## src/rtl/gb_lcd_pkg.sv

```systemverilog
// Shared types and geometry for the Game Boy LCD framebuffer sink.
package gb_lcd_pkg;

  typedef enum logic [1:0] {
    MODE_HBLANK = 2'd0,
    MODE_VBLANK = 2'd1,
    MODE_SCAN   = 2'd2,
    MODE_DRAW   = 2'd3
  } ppu_mode_e;

  typedef enum logic {
    WR_IDLE  = 1'b0,
    WR_WRITE = 1'b1
  } wr_state_e;

  localparam int LCD_W          = 160;
  localparam int LCD_H          = 144;
  localparam int BYTES_PER_LINE = 40;
  localparam int FB_BYTES       = 5760;
  localparam int FIFO_DEPTH     = 8;

  typedef struct packed {
    logic [12:0] addr;
    logic [7:0]  data;
  } fb_entry_t;

  localparam int ENTRY_W = $bits(fb_entry_t);

  // xb is the pixel column divided by four (byte index within the line).
  function automatic logic [12:0] fb_byte_addr(input logic [7:0] line, input logic [5:0] xb);
    return 13'(line) * 13'(BYTES_PER_LINE) + 13'(xb);
  endfunction

endpackage

```

## src/rtl/lcd_sink_fifo.sv

```systemverilog
// Synchronous FIFO for framebuffer bytes; push while full is dropped unless a
// pop happens on the same edge.
module lcd_sink_fifo
  import gb_lcd_pkg::*;
#(
  parameter int DEPTH = FIFO_DEPTH,
  parameter int W     = ENTRY_W
) (
  input  logic         clk,
  input  logic         rst,
  input  logic         push_i,
  input  logic [W-1:0] push_dat_i,
  input  logic         pop_i,
  output logic [W-1:0] pop_dat_o,
  output logic         full_o,
  output logic         empty_o
);

  localparam int AW = $clog2(DEPTH);

  logic [W-1:0]  mem_q [DEPTH];
  logic [AW-1:0] wr_ptr_q, rd_ptr_q;
  logic [AW:0]   cnt_q;
  logic          do_push, do_pop;

  assign empty_o   = (cnt_q == '0);
  assign full_o    = (cnt_q == (AW+1)'(DEPTH));
  assign do_pop    = pop_i && !empty_o;
  assign do_push   = push_i && (!full_o || do_pop);
  assign pop_dat_o = mem_q[rd_ptr_q];

  always_ff @(posedge clk) begin
    if (rst) begin
      wr_ptr_q <= '0;
      rd_ptr_q <= '0;
      cnt_q    <= '0;
    end else begin
      if (do_push) wr_ptr_q <= wr_ptr_q + 1'b1;
      if (do_pop)  rd_ptr_q <= rd_ptr_q + 1'b1;
      cnt_q <= cnt_q + (AW+1)'(do_push) - (AW+1)'(do_pop);
    end
  end

  always_ff @(posedge clk) begin
    if (do_push) mem_q[wr_ptr_q] <= push_dat_i;
  end

endmodule

```

## src/rtl/gb_lcd_sink.sv

```systemverilog
// Packs 2-bit PPU pixels four per byte and streams them to a framebuffer via an
// 8-entry FIFO. Define LCD_SINK_PALETTE_EN to shade pixels through bgp first.
module gb_lcd_sink
  import gb_lcd_pkg::*;
(
  input  logic        clk,
  input  logic        rst,
  input  logic [1:0]  px,
  input  logic        px_valid,
  input  logic [1:0]  ppu_mode,
  input  logic        lcd_on,
  input  logic [7:0]  bgp,
  output logic [12:0] fb_addr,
  output logic [7:0]  fb_data,
  output logic        fb_write,
  input  logic        fb_waitrequest,
  output logic [7:0]  line_cnt,
  output logic        frame_done,
  output logic        overflow
);

  ppu_mode_e   mode_q, mode_in;
  logic [7:0]  x_q, x_d, x_n;
  logic [7:0]  line_q, line_d;
  logic [7:0]  pack_q, pack_d, pack_n, pack_px;
  logic        pend_q, pend_d;
  logic        overflow_q, overflow_d;
  logic [1:0]  shade;
  logic        px_take, eol, frame_end;
  logic        push, pop, full, empty;
  fb_entry_t   push_dat, pop_dat;
  wr_state_e   wr_q, wr_d;
  logic [12:0] fb_addr_q, fb_addr_d;
  logic [7:0]  fb_data_q, fb_data_d;

`ifdef LCD_SINK_PALETTE_EN
  assign shade = bgp[{px, 1'b0} +: 2];
`else
  logic unused_bgp;
  assign shade      = px;
  assign unused_bgp = ^bgp;
`endif

  assign mode_in   = ppu_mode_e'(ppu_mode);
  assign eol       = (mode_q == MODE_DRAW) && (mode_in == MODE_HBLANK);
  assign frame_end = (mode_in == MODE_VBLANK) && (mode_q != MODE_VBLANK);
  assign px_take   = px_valid && (x_q < 8'(LCD_W)) && (line_q < 8'(LCD_H));
  assign pack_px   = pack_q | ({shade, 6'b0} >> {x_q[1:0], 1'b0});

  assign frame_done = pend_q && empty && (wr_q == WR_IDLE);
  assign overflow_d = overflow_q | (push && full && !pop);

  // The pixel of this cycle is folded in before any end-of-line flush.
  always_comb begin
    x_d      = x_q;
    line_d   = line_q;
    pack_d   = pack_q;
    pend_d   = pend_q;
    x_n      = x_q;
    pack_n   = pack_q;
    push     = 1'b0;
    push_dat = '0;
    if (!lcd_on) begin
      x_d    = '0;
      line_d = '0;
      pack_d = '0;
      pend_d = 1'b0;
    end else begin
      if (px_take) begin
        x_n    = x_q + 8'd1;
        pack_n = pack_px;
        if (x_q[1:0] == 2'd3) begin
          push     = 1'b1;
          push_dat = '{addr: fb_byte_addr(line_q, x_q[7:2]), data: pack_px};
          pack_n   = '0;
        end
      end
      x_d    = x_n;
      pack_d = pack_n;
      if (frame_done) pend_d = 1'b0;
      if (eol) begin
        if (x_n[1:0] != 2'd0) begin
          push     = 1'b1;
          push_dat = '{addr: fb_byte_addr(line_q, x_n[7:2]), data: pack_n};
        end
        x_d    = '0;
        pack_d = '0;
        if (line_q < 8'(LCD_H)) line_d = line_q + 8'd1;
      end
      if (frame_end) begin
        x_d    = '0;
        line_d = '0;
        pack_d = '0;
        pend_d = 1'b1;
      end
    end
  end

  always_ff @(posedge clk) begin
    if (rst) begin
      mode_q     <= MODE_SCAN;
      x_q        <= '0;
      line_q     <= '0;
      pack_q     <= '0;
      pend_q     <= 1'b0;
      overflow_q <= 1'b0;
    end else begin
      mode_q     <= mode_in;
      x_q        <= x_d;
      line_q     <= line_d;
      pack_q     <= pack_d;
      pend_q     <= pend_d;
      overflow_q <= overflow_d;
    end
  end

  lcd_sink_fifo #(.DEPTH(FIFO_DEPTH), .W(ENTRY_W)) u_fifo (
    .clk        (clk),
    .rst        (rst),
    .push_i     (push),
    .push_dat_i (push_dat),
    .pop_i      (pop),
    .pop_dat_o  (pop_dat),
    .full_o     (full),
    .empty_o    (empty)
  );

  always_comb begin
    wr_d      = wr_q;
    fb_addr_d = fb_addr_q;
    fb_data_d = fb_data_q;
    pop       = 1'b0;
    case (wr_q)
      WR_IDLE:  if (!empty) pop = 1'b1;
      WR_WRITE: if (!fb_waitrequest) begin
        if (!empty) pop = 1'b1;
        else        wr_d = WR_IDLE;
      end
      default:  wr_d = WR_IDLE;
    endcase
    if (pop) begin
      wr_d      = WR_WRITE;
      fb_addr_d = pop_dat.addr;
      fb_data_d = pop_dat.data;
    end
  end

  always_ff @(posedge clk) begin
    if (rst) begin
      wr_q      <= WR_IDLE;
      fb_addr_q <= '0;
      fb_data_q <= '0;
    end else begin
      wr_q      <= wr_d;
      fb_addr_q <= fb_addr_d;
      fb_data_q <= fb_data_d;
    end
  end

  assign fb_write = (wr_q == WR_WRITE);
  assign fb_addr  = fb_addr_q;
  assign fb_data  = fb_data_q;
  assign line_cnt = line_q;
  assign overflow = overflow_q;

endmodule

```

## config.mk

```make
export PLATFORM = sky130hd
export DESIGN_NAME = gb_lcd_sink
export DESIGN_NICKNAME = d
export VERILOG_FILES = /design/src/rtl/gb_lcd_pkg.sv /design/src/rtl/lcd_sink_fifo.sv /design/src/rtl/gb_lcd_sink.sv
export SDC_FILE = /design/constraint.sdc
export NUM_CORES = 1
export LEC_CHECK = 0
export BUFFER_PORTS_ARGS = -buffer_cell sky130_fd_sc_hd__buf_2
export CAP_MARGIN = 15
export CORE_MARGIN = 2
export CORE_UTILIZATION = 45
export CTS_CLUSTER_DIAMETER = 60
export DETAILED_ROUTE_END_ITERATION = 7
export PLACE_DENSITY = 0.62
export SLEW_MARGIN = 15
export SYNTH_ARGS = -nofsm -noshare
export SYNTH_HDL_FRONTEND = slang
export SYNTH_HIERARCHICAL = 1
export SYNTH_SLANG_ARGS = --single-unit
```

## constraint.sdc

```tcl
create_clock -name clk -period 12.8 [get_ports clk]
set_input_delay 1.28 -clock clk [delete_from_list [all_inputs] [get_ports clk]]
set_output_delay 1.28 -clock clk [all_outputs]
set_load 0.01 [all_outputs]
```

==> impl_metrics.toml <==
[clock_network]
clockBufferDepth = 3
post_cts_resized = 0
clock_latency_ns = 0.53
h-tree-depth = 1
clkTransAtPathRegs_ns = 0.06
holdBufCountCts = 0
cts_tree = "yes"
cts_setup_buffers = 0
cts_sinks = 231
cts_buffers = 25
cts-root-buf = "clkbuf_16"

[placement]
placed_cells = 1001
gp_congestion = 0.787
dp_hpwl_um = 13000
dpl-instance-area_um2 = 10500
numPortBuffers = 40

[power_and_ir_drop]
p_leak_nw = 4.03
pwr_density_cell_nw_per_um2 = 165
peakVddDrop_mv = 0.0853
p_total_mw = 1.88

[timing]
finalClockSkew_ns = 0.0172
hold_violations = 0
worst_slew_pin_slew_ns = 1.05
finalCriticalPeriod_ns = 4.22
slew_viol_final = 0
fmax_mhz = 237
timing.slew.headroom_pct = 29.0
rsz0062_at_grt = "no"
tns_ns = 0
period_share_pct = 33.0
setup_viol = 0

[setup_path]
critical_path_required_ns = 13.05
cp_top_family = "simple AND/OR/NAND/NOR gates"
cp_slowest_cell = "or4b_1"
cp-start-kind = "input pin"
cpPeakStageDelay_ns = 0.50
crit_path_max_fanout = 13
cp_num_buf_inv = 2
crit_arrival_ns = 4.48
crit_chain = "buf_2, and3_4, and3_1, nand4_1, xnor2_1, ha_1, inv_1, fa_1, nor2b_1, o21ai_0, o22a_1, or4b_1, a21oi_1"
crit_type = "in2reg"
critPathCaptureType = "flip-flop"

[synth]
synth.avg_cell_area_um2 = 14.3
synth_compound_gate_area_share_pct = 6.63
yosys.area_share.xor_xnor_pct = 1.49
synth-seq-cells = 231
synth-edff-count = 168
synthAdderAreaFrac_pct = 4.32
synth_top_family_by_area = "multiplexers"
yosys.area_share.simple_pct = 9.50
dominantRegCellSynth = "edfxtp_1"
syn-num-nets = 746
yosysSeqAreaShare_pct = 63.3
ys_async_sr_fraction_pct = 0
synth_area_um2 = 9970
synth.area.mux_share_pct = 12.6
synthCells = 697
yosys_warnings = 6
synth_cell_type_count = 62

[detailed_routing]
first_iter_violations = 381
wl_per_cell_um = 20.0
viasPerCell = 5.63
antenna_left = 0
wl_um = 21000
drcViolationCount = 0
via_count = 5891
dr.pass1.iters = 4

[layout]
multiInputGateArea_um2 = 3480
layout-drive-gt1-share_pct = 22.8
fin_area_um2 = 11300
nets = 797
area_growth_pct = 13.8
num-fill-cells = 1823
antenna_cells = 0
finalNonFillerCells = 1047
final_util_pct = 52.1
regArea_um2 = 6310

[die]
core_um2 = 21800
die_h_um = 153
initial_core_util_pct = 45.8
io_pins = 49
die_x_um = 153
rows = 54
die-area_um2 = 23400

[global_route]
grt_pass1_wl_um = 34000
antenna_found_initial = 0
grt_max_degree = 43
grt_usage_pct = 18.4
grt_pass1_vias = 6229
grt_overflow = 0

[run_status]
status = "finished, final reports clean"

[run]
max-cap-violations = 0

[min_path]
holdCritPathClass = "reg2reg"
[per-layer routing]
metal	part of all wire (%)	vias up	wire length [um]	track usage, %
li1	-	2747	-	-
met1	45	3002	9410	24.3
met2	49	112	10300	32.1
met3	4.0	30	843	2.47
met4	1.9	0	388	5.03
met5	0	-	0	0
[Yosys cell counts, drive strengths merged (2+ instances only)]
| library cell | number | area (um2) |
|---|---|---|
| a211oi | 3 | 22.5 |
| a21boi | 2 | 15.0 |
| a21o | 4 | 30.0 |
| a21oi | 47 | 235 |
| a22oi | 3 | 22.5 |
| a31o | 2 | 17.5 |
| a31oi | 11 | 68.8 |
| and2 | 3 | 18.8 |
| and3 | 3 | 23.8 |
| buf | 8 | 66.3 |
| clkbuf | 22 | 82.6 |
| dfxtp | 63 | 1260 |
| edfxtp | 168 | 5040 |
| fa | 4 | 80.1 |
| ha | 28 | 350 |
| inv | 19 | 71.3 |
| mux2 | 23 | 259 |
| mux2i | 5 | 50.1 |
| mux4 | 42 | 946 |
| nand2 | 68 | 255 |
| nand2b | 9 | 56.3 |
| nand3 | 8 | 45.0 |
| nand4 | 7 | 43.8 |
| nor2 | 53 | 199 |
| nor2b | 14 | 87.6 |
| nor3 | 6 | 30.0 |
| nor3b | 6 | 45.0 |
| nor4 | 3 | 18.8 |
| o21a | 2 | 15.0 |
| o21ai | 13 | 65.1 |
| o22ai | 3 | 18.8 |
| o311ai | 2 | 35.0 |
| or3 | 4 | 25.0 |
| or4b | 2 | 20.0 |
| xnor2 | 8 | 70.1 |
| xor2 | 9 | 78.8 |
[path summary, 6_finish.rpt]
check | to | cells after the start | slack [ns] | from
max | u_fifo/mem_q[4][19] | 13 | 8.58 | px_valid
min | fb_addr[8] | 2 | 0.45 | fb_addr[8]
min reg2reg | fb_addr[8] | 2 | 0.45 | fb_addr[8]
max reg2reg | u_fifo/mem_q[4][19] | 13 | 8.61 | line_cnt[5]
[tightest hold or removal path: stages (launching register included)]
cell and delay (ns):
dfxtp_1 0.31, nand2_1 0.05, a21oi_1 0.05
[layout by cell type (no fill, tap or decap), drive strengths merged, types with 3 or more instances in the layout]
master / netlist / final
edfxtp: 168 / 168
nand2: 68 / 68
dfxtp: 63 / 63
buf: 8 / 54
nor2: 53 / 53
a21oi: 47 / 47
mux4: 42 / 42
clkbuf: 22 / 33
ha: 28 / 28
mux2: 23 / 23
inv: 19 / 20
nor2b: 14 / 14
o21ai: 13 / 13
a31oi: 11 / 11
nand2b: 9 / 9
xor2: 9 / 9
clkinv: 0 / 9
xnor2: 8 / 8
nand3: 8 / 8
nand4: 7 / 7
nor3b: 6 / 6
nor3: 6 / 6
mux2i: 5 / 5
a21o: 4 / 4
or3: 4 / 4
fa: 4 / 4
o22ai: 3 / 3
a211oi: 3 / 3
a22oi: 3 / 3
and2: 3 / 3
bufinv: 0 / 3
and3: 3 / 3
nor4: 3 / 3
[flip-flops by register name, indices dropped and copies added, names as in the netlist, named ones only]
name,flops
u_fifo/wr_ptr_q,3
u_fifo/mem_q,168
line_cnt,8
fb_data,8
u_fifo/cnt_q,4
pend_q,1
fb_write,1
overflow,1
pack_q,8
x_q,8
u_fifo/rd_ptr_q,3
mode_q,2
fb_addr,13
[kinds of logic after synthesis]
group,after synthesis
compound gates,103
xor+xnor,17
fa+ha+maj,32
buf+inv,49
flops,231
mux,70
simple gates,195
[power by group]
group	switching (mW)	internal, mW	total [mW]
Combinational	0.177	0.143	0.320
Clock	0.281	0.436	0.717
Sequential	0.0161	0.823	0.840
[area by class of cell]
type,count,area share [%]
Multi-Input combinational cell,417,30.7
Tap cell,280,3.09
Inverter,19,0.629
Timing Repair Buffer,54,2.69
Sequential cell,231,55.6
Clock inverter,13,1.22
Clock buffer,33,6.05
[per-stage QoR]
stage	setup WS, ns	hold slack (ns)
floorplan	7.80	0.439
detailed placement	8.06	0.451
CTS	8.59	0.459
global route	8.25	0.477
global placement	8.16	0.442
finish	8.58	0.455
Note: power is estimated with default switching activity, not from simulation.
